**src/rtl/core_pkg.sv**
```systemverilog
// Shared RV32I decode definitions: major opcodes and the register-usage class
// consumed by the issue scoreboard and the forwarding unit.
package core_pkg;

  localparam int unsigned OPC_W  = 7;
  localparam int unsigned REG_W  = 5;
  localparam int unsigned NUM_REGS = 32;

  localparam logic [OPC_W-1:0] OP_LUI    = 7'b0110111;
  localparam logic [OPC_W-1:0] OP_AUIPC  = 7'b0010111;
  localparam logic [OPC_W-1:0] OP_JAL    = 7'b1101111;
  localparam logic [OPC_W-1:0] OP_JALR   = 7'b1100111;
  localparam logic [OPC_W-1:0] OP_BRANCH = 7'b1100011;
  localparam logic [OPC_W-1:0] OP_LOAD   = 7'b0000011;
  localparam logic [OPC_W-1:0] OP_STORE  = 7'b0100011;
  localparam logic [OPC_W-1:0] OP_IMM    = 7'b0010011;
  localparam logic [OPC_W-1:0] OP_OP     = 7'b0110011;

  typedef struct packed {
    logic use_rs1;
    logic use_rs2;
    logic wr_rd;
  } op_class_t;

endpackage

```
**src/rtl/opcode_class.sv**
```systemverilog
// Combinational opcode -> register-usage class lookup.
module opcode_class
  import core_pkg::*;
(
  input  logic [OPC_W-1:0] opcode,
  output op_class_t        cls
);

  always_comb begin
    cls = '0;
    case (opcode)
      OP_LUI, OP_AUIPC, OP_JAL:  cls = '{use_rs1: 1'b0, use_rs2: 1'b0, wr_rd: 1'b1};
      OP_JALR, OP_LOAD, OP_IMM:  cls = '{use_rs1: 1'b1, use_rs2: 1'b0, wr_rd: 1'b1};
      OP_BRANCH, OP_STORE:       cls = '{use_rs1: 1'b1, use_rs2: 1'b1, wr_rd: 1'b0};
      OP_OP:                     cls = '{use_rs1: 1'b1, use_rs2: 1'b1, wr_rd: 1'b1};
      default:                   cls = '0;
    endcase
  end

endmodule

```
**src/rtl/issue_scoreboard.sv**
```systemverilog
// Register scoreboard and issue control between decode and execute.
// Define ISSUE_SCOREBOARD_RETIRE_BYPASS_EN to let same-cycle retires unblock issue.
module issue_scoreboard
  import core_pkg::*;
#(
  parameter int unsigned MAX_INFLIGHT = 4,
  parameter int unsigned CNT_W        = 4
) (
  input  logic             clk,
  input  logic             rst_n,
  input  logic             valid_id,
  input  logic [6:0]       opcode,
  input  logic [4:0]       rs1_id,
  input  logic [4:0]       rs2_id,
  input  logic [4:0]       rd_id,
  input  logic             ex_ready,
  input  logic             flush,
  input  logic             retire_valid,
  input  logic             retire_we,
  input  logic [4:0]       retire_rd,
  output logic             issue,
  output logic             stall_id,
  output logic [31:0]      busy_vec,
  output logic [CNT_W-1:0] inflight,
  output logic             err
);

  localparam int unsigned CW1 = CNT_W + 1;

  op_class_t            cls;
  logic                 ret_wr;
  logic [NUM_REGS-1:0]  ret_mask;
  logic [NUM_REGS-1:0]  set_mask;
  logic [NUM_REGS-1:0]  eb;
  logic                 room;
  logic                 hazard;

  opcode_class u_opcode_class (
    .opcode (opcode),
    .cls    (cls)
  );

  assign ret_wr   = retire_valid & retire_we & (retire_rd != '0);
  assign ret_mask = ret_wr ? (NUM_REGS'(1) << retire_rd) : '0;

`ifdef ISSUE_SCOREBOARD_RETIRE_BYPASS_EN
  // Retiring register and retiring slot are already free for this cycle's issue.
  assign eb   = busy_vec & ~ret_mask & ~NUM_REGS'(1);
  assign room = {1'b0, inflight} < (CW1'(MAX_INFLIGHT) + CW1'(retire_valid));
`else
  assign eb   = busy_vec & ~NUM_REGS'(1);
  assign room = {1'b0, inflight} < CW1'(MAX_INFLIGHT);
`endif

  assign hazard = (cls.use_rs1 & eb[rs1_id])
                | (cls.use_rs2 & eb[rs2_id])
                | (cls.wr_rd & (rd_id != '0) & eb[rd_id]);

  assign issue    = valid_id & ~flush & ex_ready & ~hazard & room;
  assign stall_id = valid_id & ~issue & ~flush;
  assign set_mask = (issue & cls.wr_rd & (rd_id != '0)) ? (NUM_REGS'(1) << rd_id) : '0;

  // Clear before set so a same-cycle reallocation keeps the new owner busy.
  always_ff @(posedge clk or negedge rst_n) begin
    if (!rst_n) begin
      busy_vec <= '0;
    end else begin
      busy_vec <= ((busy_vec & ~ret_mask) | set_mask) & ~NUM_REGS'(1);
    end
  end

  always_ff @(posedge clk or negedge rst_n) begin
    if (!rst_n) begin
      inflight <= '0;
    end else begin
      case ({issue, retire_valid})
        2'b10:   inflight <= inflight + CNT_W'(1);
        2'b01:   if (inflight != '0) inflight <= inflight - CNT_W'(1);
        default: inflight <= inflight;
      endcase
    end
  end

  // Sticky: retire with nothing in flight, or write-retire of a non-pending register.
  always_ff @(posedge clk or negedge rst_n) begin
    if (!rst_n) begin
      err <= 1'b0;
    end else if ((retire_valid && (inflight == '0)) || (ret_wr && !busy_vec[retire_rd])) begin
      err <= 1'b1;
    end
  end

endmodule
```
**config.mk**
```make
export PLATFORM = sky130hd
export DESIGN_NAME = issue_scoreboard
export DESIGN_NICKNAME = d
export VERILOG_FILES = /design/src/rtl/core_pkg.sv /design/src/rtl/opcode_class.sv /design/src/rtl/issue_scoreboard.sv
export SDC_FILE = /design/constraint.sdc
export NUM_CORES = 1
export LEC_CHECK = 0
export BUFFER_PORTS_ARGS = -buffer_cell sky130_fd_sc_hd__buf_2
export CORE_ASPECT_RATIO = 1.4
export CORE_MARGIN = 2
export CORE_UTILIZATION = 58
export DETAILED_ROUTE_END_ITERATION = 6
export PLACE_DENSITY = 0.89
export SLEW_MARGIN = 20
export SYNTH_ARGS = -nofsm -noshare
export SYNTH_HDL_FRONTEND = slang
export SYNTH_SLANG_ARGS = --single-unit
```
**constraint.sdc**
```tcl
create_clock -name clk -period 4.28 [get_ports clk]
set_input_delay 0.214 -clock clk [delete_from_list [all_inputs] [get_ports clk]]
set_output_delay 0.214 -clock clk [all_outputs]
set_load 0.005 [all_outputs]
```
==> key figures, run 1 <==
Synthesis
  • Post-synth EDFFs: 0
  • Syn avg cell area: between 10 and 15 um^2
  • Post-synthesis net count: 314
  • Top-area cell type share of the netlist area: 0.3124
  • Yosys warnings: 0
  • Ys async rst share: 1.000
  • Cell count after synthesis: about 280
  • Netlist Area Pre-Place: about 0.0029 mm^2
  • Synth cell count leaders: o21ai_0 (55), dfrtp_1 (36), mux4_2 (30)
  • Top FF cell, synth: dfrtp_1
  • Count leader, synth: o21ai_0
  • Cell variety after synth: between 40 and 50
  • Synth area leader: dfrtp_1
  • Seq cells post-synth: 36
  • Sequential area share after synthesis: 0.3124
  • Synth area leaders: dfrtp_1 (31%), mux4_2 (23%), o21ai_0 (9.5%)

Timing
  • RSZ-0062 raised after global routing: no
  • Final WS setup: 0.8507 ns
  • Max Transition Viols Final: 0
  • # setup viols final: 0
  • TNS Setup: 0 ns
  • WHS: -0.003742 ns
  • Fin. Hold Viols: 3
  • Worst Skew: between 0.009 and 0.01 ns
  • Minimum clock period: approximately 3.4 ns
  • Final cycle utilization of the critical path: 0.8012
  • Max-slew headroom: 0.4555
  • Max Clk Rate: about 300 MHz
  • Slew @ Worst Pin: slightly above 0.8 ns

Global route
  • Total GRT Usage: 0.3312
  • Largest net degree at the start of global routing: 37
  • Vias in the first global route: around 2800
  • GRT Residual Overflow: 0
  • Initial antenna violation count: 0
  • First-pass GRT wire length: roughly 14000 um

Clock tree
  • Clock Latency Late Sink: about 0.3 ns
  • Num CTS Buffers: 5
  • Clk root buf: clkbuf_8
  • CTS max path bufs: 2
  • Clk slew on worst S/H paths: around 0.08 ns
  • H-Tree Depth: 2
  • CTS tree: done
  • Post_cts resized: 0
  • Post-CTS setup buffers: 0
  • Hold-fix buffers, CTS: 0
  • Sink Count: 36

Route
  • Detail Route Antenna Nets: 0
  • WL final: around 9000 um
  • DRT iter0 DRCs: between 200 and 300
  • Vias post-DR: a little under 3000
  • Drt pass-1 iters: 6
  • DR WL/cell: approximately 22 um
  • Vias per cell: 7.303
  • DRC viols: 0

Flow run
  • Max-cap violations: 0

Critical path
  • Startpoint types: flop
  • Critical path endpoint category: flop
  • CP delay by family, top: simple AND/OR/NAND/NOR gates
  • Crit Path Category: flop to flop
  • Critical Path RT: between 4 and 5 ns
  • Critical path arrival: between 3 and 4 ns
  • Worst-path cell chain: mux4_2 -> mux2i_1 -> a211oi_1 -> a21oi_1 -> and4_1 -> buf_4 -> nand2b_1 -> inv_1 -> ha_1 -> a21o_1 -> a21oi_1 -> nand2_1 -> or4_1 -> nand2_1
  • CP max stage cell: mux4_2
  • Critical Path Max Stage Delay: around 0.50 ns
  • Crit-path max FO: 17
  • WP buf/inv: 2

Place
  • HPWL after detailed placement: 6338 um
  • RePlAce Congestion: 0.9910
  • Setup WS pre-CTS: 0.8264 ns
  • Placed cell areas: ~0.0032 mm^2
  • Number of port buffers: 71

Power and ir drop
  • Psw: 0.0003141 W
  • Clock share of power: 0.317
  • Power Density: between 200 and 300 mW/mm^2
  • Comb power frac: 0.273
  • Pwr Total: slightly below 0.001 W
  • Internal Pwr Total: roughly 0.00065 W
  • Flop pwr share: 0.410
  • Leakage: about 1.5 nW
  • Worst vdd ir: approximately 0.21 mV
  • Sw frac: 0.3263

Floorplanning
  • Core ar.: 0.004805 mm^2
  • Die W: approximately 64 um
  • Std-Cell Rows: 30
  • Initial core utilization: 0.6003
  • Vert. Die Dim: ~87 um
  • Die Footprint: 0.005560 mm^2
  • Top Ports: 73

Final layout
  • Layout area overhead: 15.10%
  • Share of cells above drive strength 1: 0.3481
  • Cell area after layout: roughly 0.0033 mm^2
  • ANT cells: 0
  • NumNets Final: roughly 380

Min path
  • Worst min path class: input port to async pin

Run status
  • Failing checks: hold timing
  • Status: complete, but fails checks
[routing by layer]
metal	GRT usage	routed length, um	up-vias
met3	0.06727	1119	80
met5	0	0	-
li1	-	-	1195
met2	0.5656	4285	310
met1	0.3688	2813	1358
met4	0.2332	649	0
[final timing paths]
path	slack (ns)	to	start	cells past startpoint
min in group clk	0.31	err	retire_we	3
min reg2reg	0.48	err	err	1
max in group asynchronous	3.76	busy_vec[10]	rst_n	1
min	-0.004	busy_vec[19]	rst_n	1
max reg2reg	0.85	inflight[3]	busy_vec[29]	14
max	0.85	inflight[3]	busy_vec[29]	14
[layout make-up]
cell class | count | area [um^2]
clock inverters | 3 | 42.54
well taps | 64 | 80.08
inverters | 4 | 15.01
fillers | 370 | 1485
multi-input cells | 219 | 1849
clock buffers | 5 | 68.82
flip-flops and latches | 36 | 900.9
repair buffers | 72 | 362.8
[cell usage in the layout (no fill, tap or decap), types with 2 or more instances in the layout]
cell        n
o21bai_1    3
o21ai_0    55
mux2i_1    18
nor2_1     16
nor4_1      2
a21oi_1     5
mux4_2     30
ha_1        2
buf_2      71
dfrtp_1    36
clkbuf_8    5
nand2b_1    8
inv_1       4
nor3b_1     2
nand4_2     3
nor2b_1     5
nand2_1    17
a2111oi_0   2
a21o_1      3
o21ai_1     8
nand3_1    12
or2_2       2
a22oi_1     2
nand3b_1    3
[through the flow]
| step | instances | util |
|---|---|---|
| 2_1_floorplan | 277 | - |
| 3_3_place_gp | 395 | 0.6677 |
| 3_5_place_dp | 395 | 0.6677 |
| 4_1_cts | 403 | 0.6909 |
| 5_1_grt | 403 | 0.6909 |
| 6_report | 403 | 0.6909 |
[sequential cells by signal (all words and copies together) (netlist names)]
| name | cells |
|---|---|
| busy_vec | 31 |
| err | 1 |
| inflight | 4 |
[power groups by stage]
stage	combinational [W]	clock (W)	sequential, W
after floorplan	0.000178	0	0.000394
after global placement	0.000251	0	0.000399
after detailed placement	0.000260	0	0.000400
after CTS	0.000261	0.000305	0.000394
after global routing	0.000291	0.000315	0.000398
final	0.000262	0.000305	0.000395
[kinds of logic after synthesis]
logic type	count (synthesis)	synth area share
AOI/OAI and AO/OA	85	0.1649
and+or+nand+nor	80	0.1558
other	1	0.001300
muxes	49	0.3007
adders and majority gates	3	0.01562
DFF	36	0.3124
buffers and inverters	22	0.04642
xor gates and xnor gates	1	0.003037
Power figures use the tool's default switching activity.
==> run 2: changes to the inputs <==
--- a/config.mk
+++ b/config.mk
@@ -8,9 +8,9 @@
 export BUFFER_PORTS_ARGS = -buffer_cell sky130_fd_sc_hd__buf_2
 export CORE_ASPECT_RATIO = 1.4
 export CORE_MARGIN = 2
-export CORE_UTILIZATION = 58
+export CORE_UTILIZATION = 54
 export DETAILED_ROUTE_END_ITERATION = 6
-export PLACE_DENSITY = 0.89
+export PLACE_DENSITY = 0.84
 export SLEW_MARGIN = 20
 export SYNTH_ARGS = -nofsm -noshare
 export SYNTH_HDL_FRONTEND = slang
==> constraint.sdc (replaced) <==
create_clock -name clk -period 3.4 [get_ports clk]
set_input_delay 0.17 -clock clk [delete_from_list [all_inputs] [get_ports clk]]
set_output_delay 0.17 -clock clk [all_outputs]
set_load 0.005 [all_outputs]
==> run 2 against run 1 <==
  * Final cell count up 0.74%
  * Critical path depth down 1
  * First-iteration DRC count down 6.2%
  * Largest cell class unchanged
  * Clock power up 77%
  * Power up 41%
  * Highest routed layer unchanged
  * Register-to-register slack worse by 0.54 ns
  * The flow now finishes without violations
  * Global-route usage down 2.9 points
  * Flip-flop and latch count unchanged
==> key figures, run 2 (same netlist as run 1, synthesis figures left out) <==
Final layout
  • Most frequent cells in the layout: buf_2 (71), o21ai_0 (55), dfrtp_1 (36)
  • Biggest regs: busy_vec (31), inflight (4), err (1)
  • ANT cells: 0
  • Layout Utilization: 0.6551
  • Commonest non-fill, non-tap cell in the layout: buf_2
  • Share of cells above drive strength 1: 0.3471
  • Max reg flops: 31
  • Layout area overhead: 17.18%
  • Cell area after layout: approximately 0.0034 mm^2
  • NumNets Final: ~380
  • Fin cells: 406
  • Top reg by flops: busy_vec

Global route
  • First-pass GRT wire length: between 10000 and 15000 um
  • Largest net degree at the start of global routing: 37
  • Initial antenna violation count: 0
  • GRT Residual Overflow: 0
  • Total GRT Usage: 0.3018
  • Grt met2 use: 0.4714
  • Met3 Usage GRT: 0.05362
  • Vias in the first global route: 2714
  • GR peak layer: met2
  • Met1 Usage GRT: 0.3702

Power and ir drop
  • Worst vdd ir: roughly 0.25 mV
  • Clock share of power: 0.397
  • Power Density: approximately 400 mW/mm^2
  • Comb power frac: 0.240
  • Leakage: ~1.6 nW
  • Flop pwr share: 0.364
  • Pwr Total: ~0.0014 W
  • Internal Pwr Total: 0.0009668 W
  • Psw: just under 0.0004 W
  • Sw frac: 0.2882

Floorplanning
  • Die Footprint: between 0.005 and 0.006 mm^2
  • Initial core utilization: 0.5591
  • Top Ports: 73
  • Die W: roughly 66 um
  • Std-Cell Rows: 31
  • Vert. Die Dim: between 90 and 100 um
  • Core ar.: 0.005159 mm^2

Critical path
  • Critical path endpoint category: flop
  • R2r setup slk: 0.31 ns
  • Startpoint types: flop
  • Crit-path max FO: 6
  • Critical path arrival: 3.35 ns
  • Crit Path Category: flop to flop
  • Critical Path RT: between 3 and 4 ns

Timing
  • Final cycle utilization of the critical path: 0.9086
  • # setup viols final: 0
  • TNS Setup: 0 ns
  • Fin. Hold Viols: 0
  • Max-slew headroom: 0.4451
  • Max Clk Rate: roughly 320 MHz
  • Worst Skew: approximately 0.012 ns
  • RSZ-0062 raised after global routing: no
  • Max Transition Viols Final: 0
  • Slew @ Worst Pin: 0.8324 ns
  • Minimum clock period: 3.089 ns

Clock tree
  • Num CTS Buffers: 5
  • CTS max path bufs: 2
  • Clk slew on worst S/H paths: approximately 0.080 ns
  • Clock Latency Late Sink: just over 0.3 ns
  • CTS tree: done
  • Post-CTS setup buffers: 0
  • Sink Count: 36
  • Clk root buf: clkbuf_8
  • H-Tree Depth: 2

Route
  • Detail Route Antenna Nets: 0
  • DRC viols: 0
  • Vias per cell: a little under 7
  • DR WL/cell: 21.07 um
  • WL final: approximately 8600 um
  • Vias post-DR: around 2800
  • DRT iter0 DRCs: between 200 and 250
  • Drt pass-1 iters: 5

Place
  • RePlAce Congestion: about 0.91
  • Number of port buffers: 71
  • HPWL after detailed placement: around 6200 um
  • Placed cells: ~400
  • Placed cell areas: 0.003211 mm^2

Flow run
  • Max-cap violations: 0

Run status
  • Status: complete, no violations

Min path
  • Worst min path class: input port to flop
## run 2: timing repair
| action | 4_1_cts | 5_1_grt |
|---|---|---|
| endpoints found under the hold margin | 36 | 0 |
| hold buffers | 1 | 0 |
| gates resized for setup | 0 | 0 |
## run 2: critical path, cell delays in order (launching register included)
cell	delay [ns]
dfrtp_1	0.46
mux4_2	0.51
nand2b_1	0.17
o311a_1	0.14
a21oi_1	0.13
and4_1	0.21
nand2b_1	0.15
inv_1	0.08
ha_1	0.27
a21o_1	0.17
a21oi_1	0.18
nand2_1	0.09
or4_1	0.41
nand2_1	0.07
## run 2: layout make-up
cell class,instances,area (um^2)
Sequential cell,36,900.9
Inverter,4,15.01
Tap cell,66,82.58
Clock buffer,5,68.82
Multi-Input combinational cell,219,1849
Clock inverter,3,90.09
Timing Repair Buffer,73,372.9
Fill cell,401,1779
## run 2: worst paths after layout
| kind | to | from | depth (start not counted) |
|---|---|---|---|
| max in group asynchronous | busy_vec[10] | rst_n | 2 |
| worst max-delay path | inflight[3] | busy_vec[19] | 13 |
| worst min-delay path | err | retire_we | 3 |
| worst max register to register | inflight[3] | busy_vec[19] | 13 |
| min in group asynchronous | busy_vec[20] | rst_n | 2 |
| worst min register to register | err | err | 1 |
## run 2: power groups by stage
stage                     combinational, W  clock [W]  sequential (W)
after CTS                         0.000327   0.000544        0.000493
final                             0.000326   0.000539        0.000494
after detailed placement          0.000323          0        0.000502
after global routing              0.000362   0.000560        0.000498
after global placement            0.000318          0        0.000500
after floorplan                   0.000225          0        0.000496
## run 2: layer usage
layer | vias up | part of all wire
li1 | 1198 | -
met1 | 1332 | 0.34
met2 | 212 | 0.50
met3 | 42 | 0.096
met4 | 0 | 0.059
met5 | - | 0
## run 2: metrics by stage
stage               setup slack, ns  hold slack (ns)
global placement             0.3173           0.2908
floorplan                    0.4337          -0.1256
global route                 0.1631           0.2756
detailed placement           0.2610           0.3108
finish                       0.3107           0.2700
CTS                          0.3327           0.2571
